### config.mk
export PLATFORM = sky130hd
export DESIGN_NAME = bsg_gateway_wh_packet_rr_arbiter_flat
export DESIGN_NICKNAME = d
export VERILOG_FILES = /design/src/rtl/bsg_gateway_wh_packet_rr_arbiter_if.sv /design/src/rtl/bsg_gateway_wh_packet_rr_arbiter.sv /design/src/flat_wrapper.sv
export SDC_FILE = /design/constraint.sdc
export NUM_CORES = 1
export LEC_CHECK = 0
export ABC_AREA = 1
export BUFFER_PORTS_ARGS = -buffer_cell sky130_fd_sc_hd__buf_2
export CAP_MARGIN = 20
export CORE_MARGIN = 1
export CORE_UTILIZATION = 30
export CTS_BUF_LIST = sky130_fd_sc_hd__clkbuf_4
export CTS_CLUSTER_SIZE = 8
export DETAILED_ROUTE_END_ITERATION = 8
export GPL_ROUTABILITY_DRIVEN = 0
export GPL_TIMING_DRIVEN = 0
export PLACE_DENSITY = 0.63
export SLEW_MARGIN = 15
export SYNTH_ARGS = -nofsm -noshare
export SYNTH_HDL_FRONTEND = slang
export SYNTH_SLANG_ARGS = --single-unit
export TNS_END_PERCENT = 100
### constraint.sdc
create_clock -name clk_i -period 3.95 [get_ports clk_i]
set_clock_uncertainty 0.15 [all_clocks]
set_input_delay 0 -clock clk_i [delete_from_list [all_inputs] [get_ports clk_i]]
set_output_delay 0 -clock clk_i [all_outputs]
set_load 0.02 [all_outputs]
### src/rtl/bsg_gateway_wh_packet_rr_arbiter_if.sv
// bsg_gateway_wh_packet_rr_arbiter_if: input-stream and output-link wormhole handshake bundle
interface bsg_gateway_wh_packet_rr_arbiter_if #(
  parameter int num_in_p = 4,
  parameter int flit_width_p = 32
);
  localparam int id_width_lp = $clog2(num_in_p);
  logic [num_in_p-1:0] v_i;
  logic [num_in_p*flit_width_p-1:0] data_i;
  logic [num_in_p-1:0] ready_and_o;
  logic v_o;
  logic [flit_width_p-1:0] data_o;
  logic ready_and_i;
  logic [id_width_lp-1:0] grant_id_o;
  logic busy_o;
  modport slave (input v_i, data_i, ready_and_i, output ready_and_o, v_o, data_o, grant_id_o, busy_o);
  modport master (output v_i, data_i, ready_and_i, input ready_and_o, v_o, data_o, grant_id_o, busy_o);
endinterface

### src/rtl/bsg_gateway_wh_packet_rr_arbiter.sv
// bsg_gateway_wh_packet_rr_arbiter: packet-atomic round-robin share of one wormhole link
module bsg_gateway_wh_packet_rr_arbiter #(
  parameter int num_in_p = 4,
  parameter int flit_width_p = 32,
  parameter int cord_width_p = 7,
  parameter int len_width_p = 4
) (
  input logic clk_i,
  input logic reset_i,
  bsg_gateway_wh_packet_rr_arbiter_if.slave link
);
  localparam int lg_lp = $clog2(num_in_p);
  localparam logic [lg_lp:0] n_lp = (lg_lp+1)'(num_in_p);
  typedef enum logic [1:0] {idle_s, hold_s, body_s} state_e;
  state_e state_r, state_n;
  logic [lg_lp-1:0] grant_r, grant_n, ptr_r, ptr_n, winner, gid, idx;
  logic [len_width_p-1:0] cnt_r, cnt_n, len;
  logic [flit_width_p-1:0] flit;
  logic [lg_lp:0] sum;
  logic accept;

  function automatic logic [lg_lp-1:0] inc(input logic [lg_lp-1:0] x);
    return (x == lg_lp'(num_in_p-1)) ? '0 : x + 1'b1;
  endfunction

  // scan from lowest priority up so the stream closest to ptr_r wins last
  always_comb begin
    winner = ptr_r;
    sum = '0;
    idx = '0;
    for (int i = num_in_p-1; i >= 0; i--) begin
      sum = {1'b0, ptr_r} + (lg_lp+1)'(i);
      idx = (sum >= n_lp) ? lg_lp'(sum - n_lp) : lg_lp'(sum);
      if (link.v_i[idx]) winner = idx;
    end
  end

  assign gid = reset_i ? '0 : (state_r == idle_s ? winner : grant_r);
  assign flit = link.data_i[gid*flit_width_p +: flit_width_p];
  assign len = flit[cord_width_p +: len_width_p];
  assign link.data_o = flit;
  assign link.grant_id_o = gid;
  assign link.v_o = ~reset_i & link.v_i[gid];
  assign link.ready_and_o = reset_i ? '0 : (num_in_p'(link.ready_and_i) << gid);
  assign link.busy_o = ~reset_i & (state_r != idle_s);
  assign accept = link.v_o & link.ready_and_i;

  always_comb begin
    state_n = state_r;
    grant_n = grant_r;
    ptr_n = ptr_r;
    cnt_n = cnt_r;
    unique case (state_r)
      idle_s: if (link.v_o) begin
        grant_n = winner;
        state_n = !accept ? hold_s : (len == '0 ? idle_s : body_s);
        cnt_n = accept ? len : cnt_r;
        ptr_n = (accept && len == '0) ? inc(winner) : ptr_r;
      end
      hold_s: if (accept) begin
        state_n = (len == '0) ? idle_s : body_s;
        cnt_n = len;
        ptr_n = (len == '0) ? inc(grant_r) : ptr_r;
      end
      body_s: if (accept) begin
        cnt_n = cnt_r - 1'b1;
        state_n = (cnt_r == len_width_p'(1)) ? idle_s : body_s;
        ptr_n = (cnt_r == len_width_p'(1)) ? inc(grant_r) : ptr_r;
      end
      default: state_n = idle_s;
    endcase
  end

  always_ff @(posedge clk_i) begin
    if (reset_i) begin
      state_r <= idle_s;
      grant_r <= '0;
      ptr_r <= '0;
      cnt_r <= '0;
    end else begin
      state_r <= state_n;
      grant_r <= grant_n;
      ptr_r <= ptr_n;
      cnt_r <= cnt_n;
    end
  end
endmodule

### src/flat_wrapper.sv
// flat-port wrapper written by rule: the top's interface ports become plain ports
module bsg_gateway_wh_packet_rr_arbiter_flat 
#(
  parameter int num_in_p = 4,
  parameter int flit_width_p = 32,
  parameter int cord_width_p = 7,
  parameter int len_width_p = 4
)
  (clk_i, reset_i, link_v_i, link_data_i, link_ready_and_i, link_ready_and_o, link_v_o, link_data_o, link_grant_id_o, link_busy_o);
  bsg_gateway_wh_packet_rr_arbiter_if #(.num_in_p(num_in_p), .flit_width_p(flit_width_p)) link_i ();
  input logic clk_i;
  input logic reset_i;
  input wire logic [$bits(link_i.v_i)-1:0] link_v_i;
  input wire logic [$bits(link_i.data_i)-1:0] link_data_i;
  input wire logic [$bits(link_i.ready_and_i)-1:0] link_ready_and_i;
  output wire logic [$bits(link_i.ready_and_o)-1:0] link_ready_and_o;
  output wire logic [$bits(link_i.v_o)-1:0] link_v_o;
  output wire logic [$bits(link_i.data_o)-1:0] link_data_o;
  output wire logic [$bits(link_i.grant_id_o)-1:0] link_grant_id_o;
  output wire logic [$bits(link_i.busy_o)-1:0] link_busy_o;
  assign link_i.v_i = link_v_i;
  assign link_i.data_i = link_data_i;
  assign link_i.ready_and_i = link_ready_and_i;
  assign link_ready_and_o = link_i.ready_and_o;
  assign link_v_o = link_i.v_o;
  assign link_data_o = link_i.data_o;
  assign link_grant_id_o = link_i.grant_id_o;
  assign link_busy_o = link_i.busy_o;
  bsg_gateway_wh_packet_rr_arbiter #(.num_in_p(num_in_p), .flit_width_p(flit_width_p), .cord_width_p(cord_width_p), .len_width_p(len_width_p)) u_core (.clk_i(clk_i), .reset_i(reset_i), .link(link_i));
endmodule
---- Word level (Yosys, flattened, before mapping) ----
Cells that the tools add are included.
operators by class
  $add $sub $neg .......................... 10
  $mul .................................... 0
  div/mod/pow operators ................... 0
  order comparisons ....................... 9
  eq/ne operators ......................... 11
  shift-type cells ........................ 2
  multiplexer cells ....................... 41
  bitwise logic cells ..................... 4
  reductions and logical operators ........ 9
operators with widths
  kind                                                                                 number
  128-bit by 8-bit variable part select with 32-bit output                             1
  2-bit two-way mux                                                                    24
  4-bit two-way mux                                                                    4
  2-bit by 3-bit < comparator with 1-bit output, second input constant                 5
  2-bit one-hot mux with 3 select lines                                                2
  4-bit one-hot mux with 3 select lines                                                1
  1-bit binary-select mux with 2-bit select                                            5
  2-bit by 1-bit inequality test with 1-bit output, second input constant              5
  3-bit greater-or-equal comparator, second input constant                             3
  2-bit by 1-bit subtractor with 2-bit output, second input constant                   4
  7-bit AND reduction                                                                  1
  2-bit by 2-bit adder with 3-bit output, second input constant                        2
  2-bit equality test, second input constant                                           3
  3-bit AND reduction                                                                  2
  1-bit two-way mux                                                                    5
  2-bit by 1-bit adder with 2-bit output, second input constant                        2
  4-bit by 1-bit equality test with 1-bit output, second input constant                1
  4-bit logical NOT                                                                    1
  1-bit by 2-bit left shift with 4-bit output                                          1
  4-bit by 1-bit subtractor with 4-bit output, second input constant                   1
  2-bit by 1-bit adder with 3-bit output, second input constant                        1
  1-bit bitwise AND                                                                    3
  2-bit by 3-bit greater-or-equal comparator with 1-bit output, second input constant  1
  3-bit nonzero test                                                                   1
  7 further kinds                                                                      7
word-level totals
  register bits ........................... 10
  latch bits .............................. 0
  bits in writable memories ............... 0
  ROM bits ................................ 0
  input port bits ......................... 135
  output and inout bits ................... 40
  logic and storage cells ................. 90
  memories kept ........................... 0

---- Depth between registers and ports, before layout ----
Gate-level depths: netlist of the first run.
  word-level depth ........................ 19
  depth in mapped cells ................... 24
  mapped depth without buffers ............ 23

---- Worst setup path before layout of the first run ----
OpenSTA, ideal clock, no wires.
  kind .................................... register -> output
  start ................................... reg u_core.state_r[0]
  end ..................................... out link_data_o[0]
  arrival time ............................ 2.406 ns
  data required time ...................... 3.800 ns
  setup slack ............................. 1.394 ns
  stages on the path, launching flop included .. 10
  buffers on the path ..................... 3
  path through ............................ dfxtp_1 inv_1 ha_1 nor2_1 nand2_1 clkbuf_1 clkbuf_1 clkbuf_1 nand3_1 a22oi_1
between the ends
  cells in the longest elaborated chain, start to end .. 4
ends and longest elaborated chain
  what                                                      line                                    text
  from (decl)                                               bsg_gateway_wh_packet_rr_arbiter.sv:15  state_e state_r, state_n;
  from (signal assigned)                                    bsg_gateway_wh_packet_rr_arbiter.sv:76  state_r <= idle_s;
  from (signal assigned)                                    bsg_gateway_wh_packet_rr_arbiter.sv:81  state_r <= state_n;
  2-bit logical NOT                                         bsg_gateway_wh_packet_rr_arbiter.sv:38  assign gid = reset_i ? '0 : (state_r == idle_s ? winner : grant_r);
  2-bit two-way mux (2 in series)                           bsg_gateway_wh_packet_rr_arbiter.sv:38
  128-bit by 8-bit variable part select with 32-bit output  bsg_gateway_wh_packet_rr_arbiter.sv:39  assign flit = link.data_i[gid*flit_width_p +: flit_width_p];
  to (decl)                                                 flat_wrapper.sv:18                      output wire logic [$bits(link_i.data_o)-1:0] link_data_o;
No other way between the ends.

---- Worst setup path in the final report of the first run ----
Ends and elaborated chain as after synthesis.

==> impl_metrics.csv, run 1 <==
group,metric,value,unit
global_routing,top_usage_layer,"met2",
worst_setup_path,cp_cell_sequence,"inv_1, ha_1, nor2_1, nand2_1, clkbuf_1, clkbuf_1, clkbuf_1, nand3_1, a22oi_1, buf_2",
run,drv_cap,0,
final_layout,drive_above_1_share,0.3550,
synthesis,ys_warn_count,0,
final_layout,fin_area,3049,µm²
worst_hold_path,hold-path-endpoint,"u_core.state_r[0]$_SDFFE_PP0P_",
synthesis,netlist_top_cells_area,"nand3_1 (21%), a21oi_1 (16%), nand2_1 (13%), a22oi_1 (10%), dfxtp_1 (9.8%)",
power,finalPower,2.905,mW
status,violations,"design-rule violations",
die,core-area,6459,µm²
status,outcome,"finished with violations",
synthesis,ys_dominant_reg_cell,"dfxtp_1",
final_layout,nets,698,
worst_setup_path,worstRegToRegCells,15,
worst_setup_path,path_class,"reg -> out",
worst_setup_path,reg2reg_to,"u_core.ptr_r[0]$_SDFFE_PP0P_",
sta,fmax,290.9,MHz
clock_network,cts_tree,"yes",
worst_setup_path,r2r-start,"u_core.state_r[0]$_SDFFE_PP0P_",
global_routing,antenna_found_initial,0,
sta,min_period,3.437,ns
synthesis,netlist-cell-type-count,27,
final_layout,n_antenna_cell,0,
sta,maxSlewViolCount,0,
sta,setup_viol,0,
global_routing,grt_util_met1,0.3196,
power,cellPowerDensity,952.9,nW/µm²
die,chipHeight,84.68,µm
routing,antenna_left,0,
routing,wl_per_cell,14.61,µm
sta,tightest_slew,0.5430,ns
sta,rsz0062_at_grt,"no",
power,p_leak,1.734,nW
synthesis,synth.avg_cell_area,5.440,µm²
worst_setup_path,critPathLaunchType,"register",
place,dp_hpwl,7.476,mm
synthesis,synth_top_area_cell,"nand3_1",
synthesis,synthCells,377,
power,max-vdd-ir-drop,468.0,µV
clock_network,cts_post_setup_buffers_inserted,0,
synthesis,synth_common_cells,"nand3_1 (85), nand2_1 (71), a21oi_1 (65)",
global_routing,met3_usage,0.03147,
clock_network,clk_pin_slew,0.08,ns
routing,drtPass1Iterations,7,
worst_setup_path,crit_fanout,10,
clock_network,htree_levels,1,
routing,viasPerCell,5.234,
die,io_pins,175,
worst_setup_path,critPathArrivalTime,3.29,ns
synthesis,ys_async_sr_fraction,0,
synthesis,syn_nets,519,
routing,dr.first_iter.drc_count,196,
clock_network,root_buffer,"clkbuf_4",
worst_setup_path,critPathLaunch,"u_core.state_r[0]$_SDFFE_PP0P_",
sta,relSlewSlack,0.6380,
sta,tns,0,ns
die,die_x,84.68,µm
worst_setup_path,worstPathRequired,3.80,ns
synthesis,ys_seq_area_frac,0.09762,
worst_setup_path,critPathSlowestCell,"clkbuf_1",
die,start_util,0.3175,
sta,finalWorstSetupSlack,0.5129,ns
worst_hold_path,hold_path_depth,6,
worst_setup_path,max_stage_delay,0.44,ns
place,port_buffers,173,
routing,drc_errors,4,
worst_hold_path,hold_path.class,"in -> reg",
worst_setup_path,endpoint_kind,"primary output",
die,die_area,7171,µm²
clock_network,cts.sinks,10,
synthesis,syn-cell-area,2051,µm²
clock_network,cts_buffers,3,
synthesis,synth_edf_count,0,
place,pre_cts_ws,0.8269,ns
global_routing,grtUsageMet2,0.4582,
die,row_count,29,
synthesis,ys_ff_latch,10,
global_routing,grt_overflow,0,
clock_network,cts_resized,0,
clock_network,ctsHoldBuffers,1,
synthesis,yosysTopAreaCellShare,0.2074,
worst_setup_path,reg2reg_slack,1.15,ns
synthesis,yosysMostFrequentCell,"nand3_1",
clock_network,insertion_delay,0.28,ns
sta,timing.final.crit_share,0.8701,
worst_hold_path,min_from,"link_ready_and_i",
worst_setup_path,crit_family,"buffers and inverters",
global_routing,grt_pass1_wl,15.02,mm
worst_setup_path,crit_top_cell,"clkbuf_1",
global_routing,track_usage,0.2573,
routing,vias,3308,
sta,hold_violations,0,
clock_network,clock_path_buffers,2,
place,placed_cell_area,3013,µm²
global_routing,grt_pass1_vias,3223,
final_layout,syn2layout_area_growth,48.69,%
routing,drt-total-wl,9.231,mm
global_routing,grt_max_degree,11,
worst_setup_path,cp_num_buf_inv,5,
worst reg2reg max path, stage by stage, from the launching register on:
cell      delay, ns
dfxtp_1        0.36
inv_1          0.08
ha_1           0.31
nor2_1         0.17
nand2_1        0.17
clkbuf_1       0.30
nand3_1        0.16
nand3_1        0.12
nand2_1        0.15
nand2_1        0.09
nor2_2         0.13
nor2_1         0.05
nor2_1         0.18
nand4_1        0.12
nand2_1        0.09
nor2_1         0.07
through the flow:
| step | std cells | util | hold WS (ns) |
|---|---|---|---|
| after floorplan | 377 | - | 0.004904 |
| after global placement | 627 | 0.4665 | 0.2085 |
| after detailed placement | 627 | 0.4665 | 0.2125 |
| after CTS | 632 | 0.4721 | 0.1129 |
| after global routing | 632 | 0.4721 | 0.1626 |
| final | 632 | 0.4721 | 0.1185 |
routing by layer:
metal | wire length (µm) | part of all wire
met5 | 0 | 0
met3 | 564 | 0.061
met2 | 4527 | 0.49
met4 | 231 | 0.025
met1 | 3908 | 0.42
power by group:
part	total [mW]	switching (mW)	leakage, nW	internal (mW)
combinational	2.65	1.76	1.64	0.891
sequential	0.171	0.0324	0.0817	0.138
clock	0.0815	0.0448	0.0154	0.0367
layout by cell type, fill, tap and decap left out, drive strengths merged, types with 3 or more instances in the layout:
master / instances
a21oi: 65
a22oi: 28
buf: 183
clkbuf: 23
clkinv: 3
dfxtp: 10
ha: 7
inv: 32
nand2: 76
nand3: 87
nor2: 16
o21ai: 14
sequential cells by signal, summed over array words and instances (netlist names):
signal          count
u_core.cnt_r        4
u_core.grant_r      2
u_core.ptr_r        2
u_core.state_r      2
cell families (layout without fill, tap and decap cells):
| logic type | count (synthesis) | after routing | synth area share |
|---|---|---|---|
| AND/OR/NAND/NOR | 185 | 185 | 0.4186 |
| AO/OA/AOI/OAI | 108 | 108 | 0.2983 |
| buffers and inverters | 64 | 242 | 0.1293 |
| flip-flops | 10 | 10 | 0.09762 |
| adder cells (fa/ha/maj) | 7 | 7 | 0.04271 |
| XOR/XNOR | 2 | 2 | 0.008543 |
| multiplexers | 1 | 1 | 0.004881 |
worst max path at each step:
stage,to,slack (ns),cells after the start
2_1_floorplan,link_data_o[0],1.39,9
3_3_place_gp,link_data_o[0],0.86,10
3_5_place_dp,link_data_o[0],0.83,10
4_1_cts,link_data_o[0],0.51,10
5_1_grt,link_data_o[0],0.18,10
6_report,link_data_o[0],0.51,10
layout make-up:
cell class	count	area, µm²
flip-flops and latches	10	200.2
clock buffers	3	22.52
repair buffers	174	875.8
fillers	717	3410
clock inverters	1	3.754
well taps	77	96.34
multi-input cells	303	1585
inverters	34	127.6
plain buffers	30	137.6
Power figures use the tool's default switching activity.
==> run 2, diff against run 1 <==
clock period = 3.4 ns   (was 3.95 ns; I/O delays follow)
==> run 2 against run 1 <==
  * Total power grew 16%
  * Die area is the same
  * Non-clock buffer count is the same
  * The run now ends clean
  * Final area up 0.16%
  * Sequential power grew 16%
  * Hold slack about the same
  * Sequential share of layout area about the same
  * Clock power is 18% higher
  * Critical path depth did not move
  * Setup slack got worse by 0.20 ns
  * First-iteration DRC count fell by 0.51%
==> impl_metrics.csv, run 2 (synthesis gave the netlist of run 1 again) <==
group,metric,value,unit
status,outcome,"completed",
die,chipHeight,84.68,µm
clock_network,cts_buffers,3,
sta,maxSlewViolCount,0,
final_layout,final_common_cell,"buf_2",
worst_setup_path,crit_fanout,10,
global_routing,track_usage,0.2583,
final_layout,n_antenna_cell,0,
die,die_x,84.68,µm
sta,min_period,3.086,ns
sta,rsz0062_at_grt,"no",
clock_network,cts_tree,"yes",
routing,viasPerCell,5.301,
power,p_sw_frac,0.6331,
worst_hold_path,hold_path.class,"in -> reg",
routing,wl_met1,3.805,mm
worst_setup_path,max_stage_delay,0.37,ns
power,finalPower,3.380,mW
routing,antenna_left,0,
worst_setup_path,critPathLaunchType,"register",
sta,tns,0,ns
final_layout,nets,698,
die,row_count,29,
routing,dr_wl_met2,4.599,mm
sta,timing.final.crit_share,0.9077,
routing,dr.first_iter.drc_count,195,
worst_setup_path,crit_family,"buffers and inverters",
clock_network,clock_path_buffers,2,
power,cellPowerDensity,1107,nW/µm²
power,clkPwrFrac,0.029,
final_layout,drive_above_1_share,0.3622,
routing,vias,3350,
global_routing,grt_overflow,0,
clock_network,insertion_delay,0.28,ns
sta,relSlewSlack,0.6477,
final_layout,largest_register_ffs,4,
routing,drt-total-wl,9.309,mm
global_routing,grt_pass1_wl,15.06,mm
die,die_area,7171,µm²
power,p_leak,1.744,nW
power,max-vdd-ir-drop,543.4,µV
die,io_pins,175,
final_layout,regMostFlops,"u_core.cnt_r",
routing,drtPass1Iterations,7,
routing,dr_wl_met3,678,µm
worst_setup_path,cp_cell_sequence,"inv_1, ha_1, nor2_1, nand2_1, clkbuf_2, clkbuf_2, clkbuf_1, nand3_1, a22oi_1, buf_2",
sta,setup_viol,0,
worst_setup_path,critPathArrivalTime,2.94,ns
sta,fmax,324.0,MHz
final_layout,syn2layout_area_growth,48.93,%
sta,tightest_slew,0.5284,ns
worst_setup_path,reg2reg_slack,0.61,ns
power,switchingPower,2.140,mW
sta,holdWs,0.1190,ns
routing,drc_errors,0,
die,core-area,6459,µm²
place,port_buffers,173,
sta,hold_violations,0,
global_routing,grt_pass1_vias,3229,
routing,top_layer_used,"met4",
routing,wl_per_cell,14.73,µm
worst_setup_path,worstPathRequired,3.25,ns
power,intPower,1.240,mW
final_layout,final_cell_mix,"buf_2 (175), nand3_1 (85), nand2_1 (71), a21oi_1 (65), a22oi_1 (28)",
final_layout,fillers,720,
place,dp_hpwl,7.476,mm
global_routing,antenna_found_initial,0,
worst_setup_path,path_class,"reg -> out",
worst_setup_path,crit_top_cell,"clkbuf_2",
clock_network,cts_post_setup_buffers_inserted,0,
worst_setup_path,cp_num_buf_inv,5,
clock_network,clk_pin_slew,0.08,ns
run,drv_cap,0,
clock_network,cts.sinks,10,
worst_setup_path,endpoint_kind,"primary output",
die,start_util,0.3175,
clock_network,htree_levels,1,
global_routing,grt_max_degree,11,
power,p_seq_frac,0.059,
clock_network,root_buffer,"clkbuf_4",
power,comb_power_share,0.913,
worst_setup_path,critPathSlowestCell,"clkbuf_1",
[run 2: cell types whose count changed in the layout (fill, tap and decap cells not counted), sizes merged]
| cell | before | now |
|---|---|---|
| clkbuf | 23 | 24 |
| buf | 183 | 182 |
[run 2: final timing paths]
path	cells past startpoint	end	startpoint
worst max register to register	22	u_core.ptr_r[0]$_SDFFE_PP0P_	u_core.ptr_r[0]$_SDFFE_PP0P_
worst min register to register	2	u_core.grant_r[1]$_SDFFE_PP0P_	u_core.grant_r[1]$_SDFFE_PP0P_
worst max-delay path	10	link_data_o[19]	u_core.state_r[0]$_SDFFE_PP0P_
worst min-delay path	6	u_core.state_r[0]$_SDFFE_PP0P_	link_ready_and_i
[run 2: repair_timing]
action / 4_1_cts / 5_1_grt
hold endpoints to repair: 1 / 0
hold buffers: 1 / 0
gates resized for setup: 1 / 5
pin swaps: 0 / 0
gates cloned: 0 / 0
setup endpoints to repair: 2 / 28
[run 2: worst min-delay path, cell delays in order]
cell and delay (ns):
buf_2 0.09, inv_1 0.09, nor2_2 0.18, inv_2 0.05
nand3_1 0.06, a21oi_1 0.04
[run 2: area by class of cell]
cell class                 count  area (µm²)  area share
inverter                      34       127.6     0.04179
clock inverter                 1       3.754    0.001229
buffer                        30       142.6     0.04670
timing repair buffer         174       875.8      0.2868
clock buffer                   3       22.52    0.007374
tap                           77       96.34     0.03154
multi-input combinational    303        1585      0.5190
sequential                    10       200.2     0.06555
[run 2: power by group through the flow]
| stage | combinational (mW) | clock [mW] | sequential, mW |
|---|---|---|---|
| after CTS | 3.07 | 0.0954 | 0.198 |
| after global routing | 3.42 | 0.105 | 0.206 |
| final | 3.09 | 0.0964 | 0.198 |
| after global placement | 3.03 | 0 | 0.199 |
| after detailed placement | 3.06 | 0 | 0.201 |
| after floorplan | 2.17 | 0 | 0.192 |
[run 2: layer usage]
layer,up-vias,track usage
li1,1667,-
met1,1468,0.3201
met2,192,0.4553
met3,23,0.03540
met4,0,0.09245
met5,-,0
[run 2: through the flow]
stage               utilization  instances  setup WS, ns  cell area (µm²)
finish                   0.4729        632        0.3138             3054
floorplan                     -        377        0.8441             2051
global placement         0.4665        627        0.3133             3013
global route             0.4729        632       0.05921             3054
detailed placement       0.4665        627        0.2769             3013
CTS                      0.4723        632       0.08860             3050
==> run 3, diff against run 2 <==
PLACE_DENSITY = 0.65   (was 0.63)
clock period = 2.6 ns   (was 3.4 ns; I/O delays follow)
==> run 3 against run 2 <==
  * The run now ends with design-rule violations, negative setup slack left
  * Final area up 14%
  * Sequential power rose by 36%
  * Hold slack worse by 0.031 ns
  * Cell count grew 1.1%
  * Combinational power increased by 60%
  * Routed wire length is 3.6% higher
  * Utilization is 6.4 points higher
  * Sequential share of layout area fell by 0.71 points
  * Die area unchanged
  * Clock-buffer cell count is the same
  * Largest cell class unchanged
==> impl_metrics.csv, run 3 (synthesis gave the netlist of run 1 again) <==
group,metric,value,unit
place,port_buffers,173,
sta,min_period,2.633,ns
clock_network,htree_levels,1,
global_routing,grt_overflow,0,
sta,holdWs,0.08790,ns
worst_hold_path,hold-path-endpoint,"u_core.state_r[0]$_SDFFE_PP0P_",
sta,fmax,379.9,MHz
run,drv_cap,0,
final_layout,regMostFlops,"u_core.cnt_r",
place,dp_hpwl,7.345,mm
worst_setup_path,endpoint_kind,"primary output",
clock_network,clk_pin_slew,0.08,ns
clock_network,insertion_delay,0.28,ns
worst_setup_path,r2r-start,"u_core.ptr_r[0]$_SDFFE_PP0P_",
worst_hold_path,hold_path.class,"in -> reg",
die,die_area,7171,µm²
sta,rsz0062_at_grt,"yes",
sta,hold_violations,0,
final_layout,final_cell_mix,"buf_2 (148), nand3_1 (80), a21oi_1 (65), nand2_1 (55), buf_4 (37)",
die,core-area,6459,µm²
sta,setup_viol,10,
worst_setup_path,critPathArrivalTime,2.48,ns
sta,tightest_slew,0.4769,ns
die,die_x,84.68,µm
global_routing,grt_pass1_vias,3085,
final_layout,nets,706,
sta,relSlewSlack,0.6801,
worst_setup_path,worstRegToRegCells,21,
worst_setup_path,worstPathRequired,2.45,ns
sta,finalWorstSetupSlack,-0.03258,ns
clock_network,clock_path_buffers,2,
final_layout,n_antenna_cell,0,
power,cellPowerDensity,1538,nW/µm²
clock_network,cts_tree,"yes",
routing,drt-total-wl,9.644,mm
sta,timing.final.crit_share,1.013,
global_routing,track_usage,0.2441,
status,outcome,"finished with violations",
routing,drtPass1Iterations,7,
sta,maxSlewViolCount,0,
final_layout,syn2layout_area_growth,69.13,%
routing,viasPerCell,5.401,
routing,dr.first_iter.drc_count,162,
power,finalPower,5.334,mW
place,pre_cts_ws,-0.5127,ns
die,row_count,29,
worst_setup_path,critPathLaunchType,"register",
worst_setup_path,reg2reg_slack,-0.03,ns
final_layout,fin_area,3468,µm²
worst_setup_path,reg2reg_to,"u_core.cnt_r[0]$_SDFFE_PP0P_",
power,max-vdd-ir-drop,778.1,µV
worst_setup_path,path_class,"reg -> out",
power,p_leak,1.920,nW
routing,wl_per_cell,15.09,µm
worst_hold_path,hold_path_depth,6,
die,io_pins,175,
sta,tns,-0.1325,ns
die,start_util,0.3175,
worst_hold_path,min_from,"link_ready_and_i",
routing,vias,3451,
place,placed_cell_area,3013,µm²
routing,drc_errors,4,
final_layout,largest_register_ffs,4,
global_routing,grt_max_degree,11,
place,place_inst,627,
global_routing,antenna_found_initial,0,
final_layout,drive_above_1_share,0.4751,
worst_setup_path,crit_fanout,10,
final_layout,final_core_util,0.5370,
clock_network,cts.sinks,10,
clock_network,cts_buffers,3,
routing,antenna_left,0,
clock_network,root_buffer,"clkbuf_4",
die,chipHeight,84.68,µm
status,violations,"design-rule violations, negative setup slack",
final_layout,final_common_cell,"buf_2",
global_routing,grt_pass1_wl,14.35,mm
final_layout,final_cells,639,
==> run 3: power breakdown <==
group	switching [mW]	internal, mW	leakage (nW)
sequential	0.0570	0.213	0.0826
combinational	2.96	1.99	1.82
clock	0.0605	0.0537	0.0138
==> run 3: worst max path at each step <==
stage	start	endpoint	slack, ns	depth (start not counted)
finish	u_core.ptr_r[0]$_SDFFE_PP0P_	link_data_o[3]	-0.03	17
global route	u_core.ptr_r[0]$_SDFFE_PP0P_	u_core.cnt_r[0]$_SDFFE_PP0P_	-0.23	21
CTS	u_core.ptr_r[1]$_SDFFE_PP0P_	u_core.cnt_r[0]$_SDFFE_PP0P_	0.002	21
detailed placement	u_core.state_r[0]$_SDFFE_PP0P_	link_data_o[0]	-0.51	10
global placement	u_core.state_r[0]$_SDFFE_PP0P_	link_data_o[0]	-0.49	10
floorplan	u_core.state_r[0]$_SDFFE_PP0P_	link_data_o[0]	0.04	9
==> run 3: worst max-delay path, cell delays in order (launching register included) <==
cell     delay (ns)
dfxtp_2        0.37
buf_6          0.12
nand2_2        0.06
o21ai_4        0.07
nand2_2        0.08
nand2_2        0.06
nand2_1        0.05
nand2_1        0.08
nand2_1        0.05
nand2_1        0.07
nand2_2        0.09
nand2_4        0.13
buf_6          0.16
buf_6          0.16
buf_6          0.15
nand3_1        0.09
a22oi_1        0.22
buf_4          0.18
==> run 3: cell type report <==
cell class / instances / area, µm²
Timing Repair Buffer: 182 / 1013
Clock buffer: 3 / 22.52
Tap cell: 77 / 96.34
Fill cell: 665 / 2990
Buffer: 30 / 232.7
Inverter: 34 / 127.6
Multi-Input combinational cell: 303 / 1773
Sequential cell: 10 / 202.7
==> run 3: timing repair <==
action / in CTS / in global routing
resized for setup: 55 / 74
hold buffers: 1 / 0
gates cloned: 0 / 1
setup buffers: 0 / 7
setup endpoints to repair: 38 / 40
pin swaps: 1 / 20
endpoints found under the hold margin: 2 / 0
==> run 3: routing by layer <==
metal | global-route usage | wire, µm
met5 | 0 | 0
met4 | 0.05239 | 167
met3 | 0.03245 | 601
met2 | 0.4331 | 4913
met1 | 0.3142 | 3961
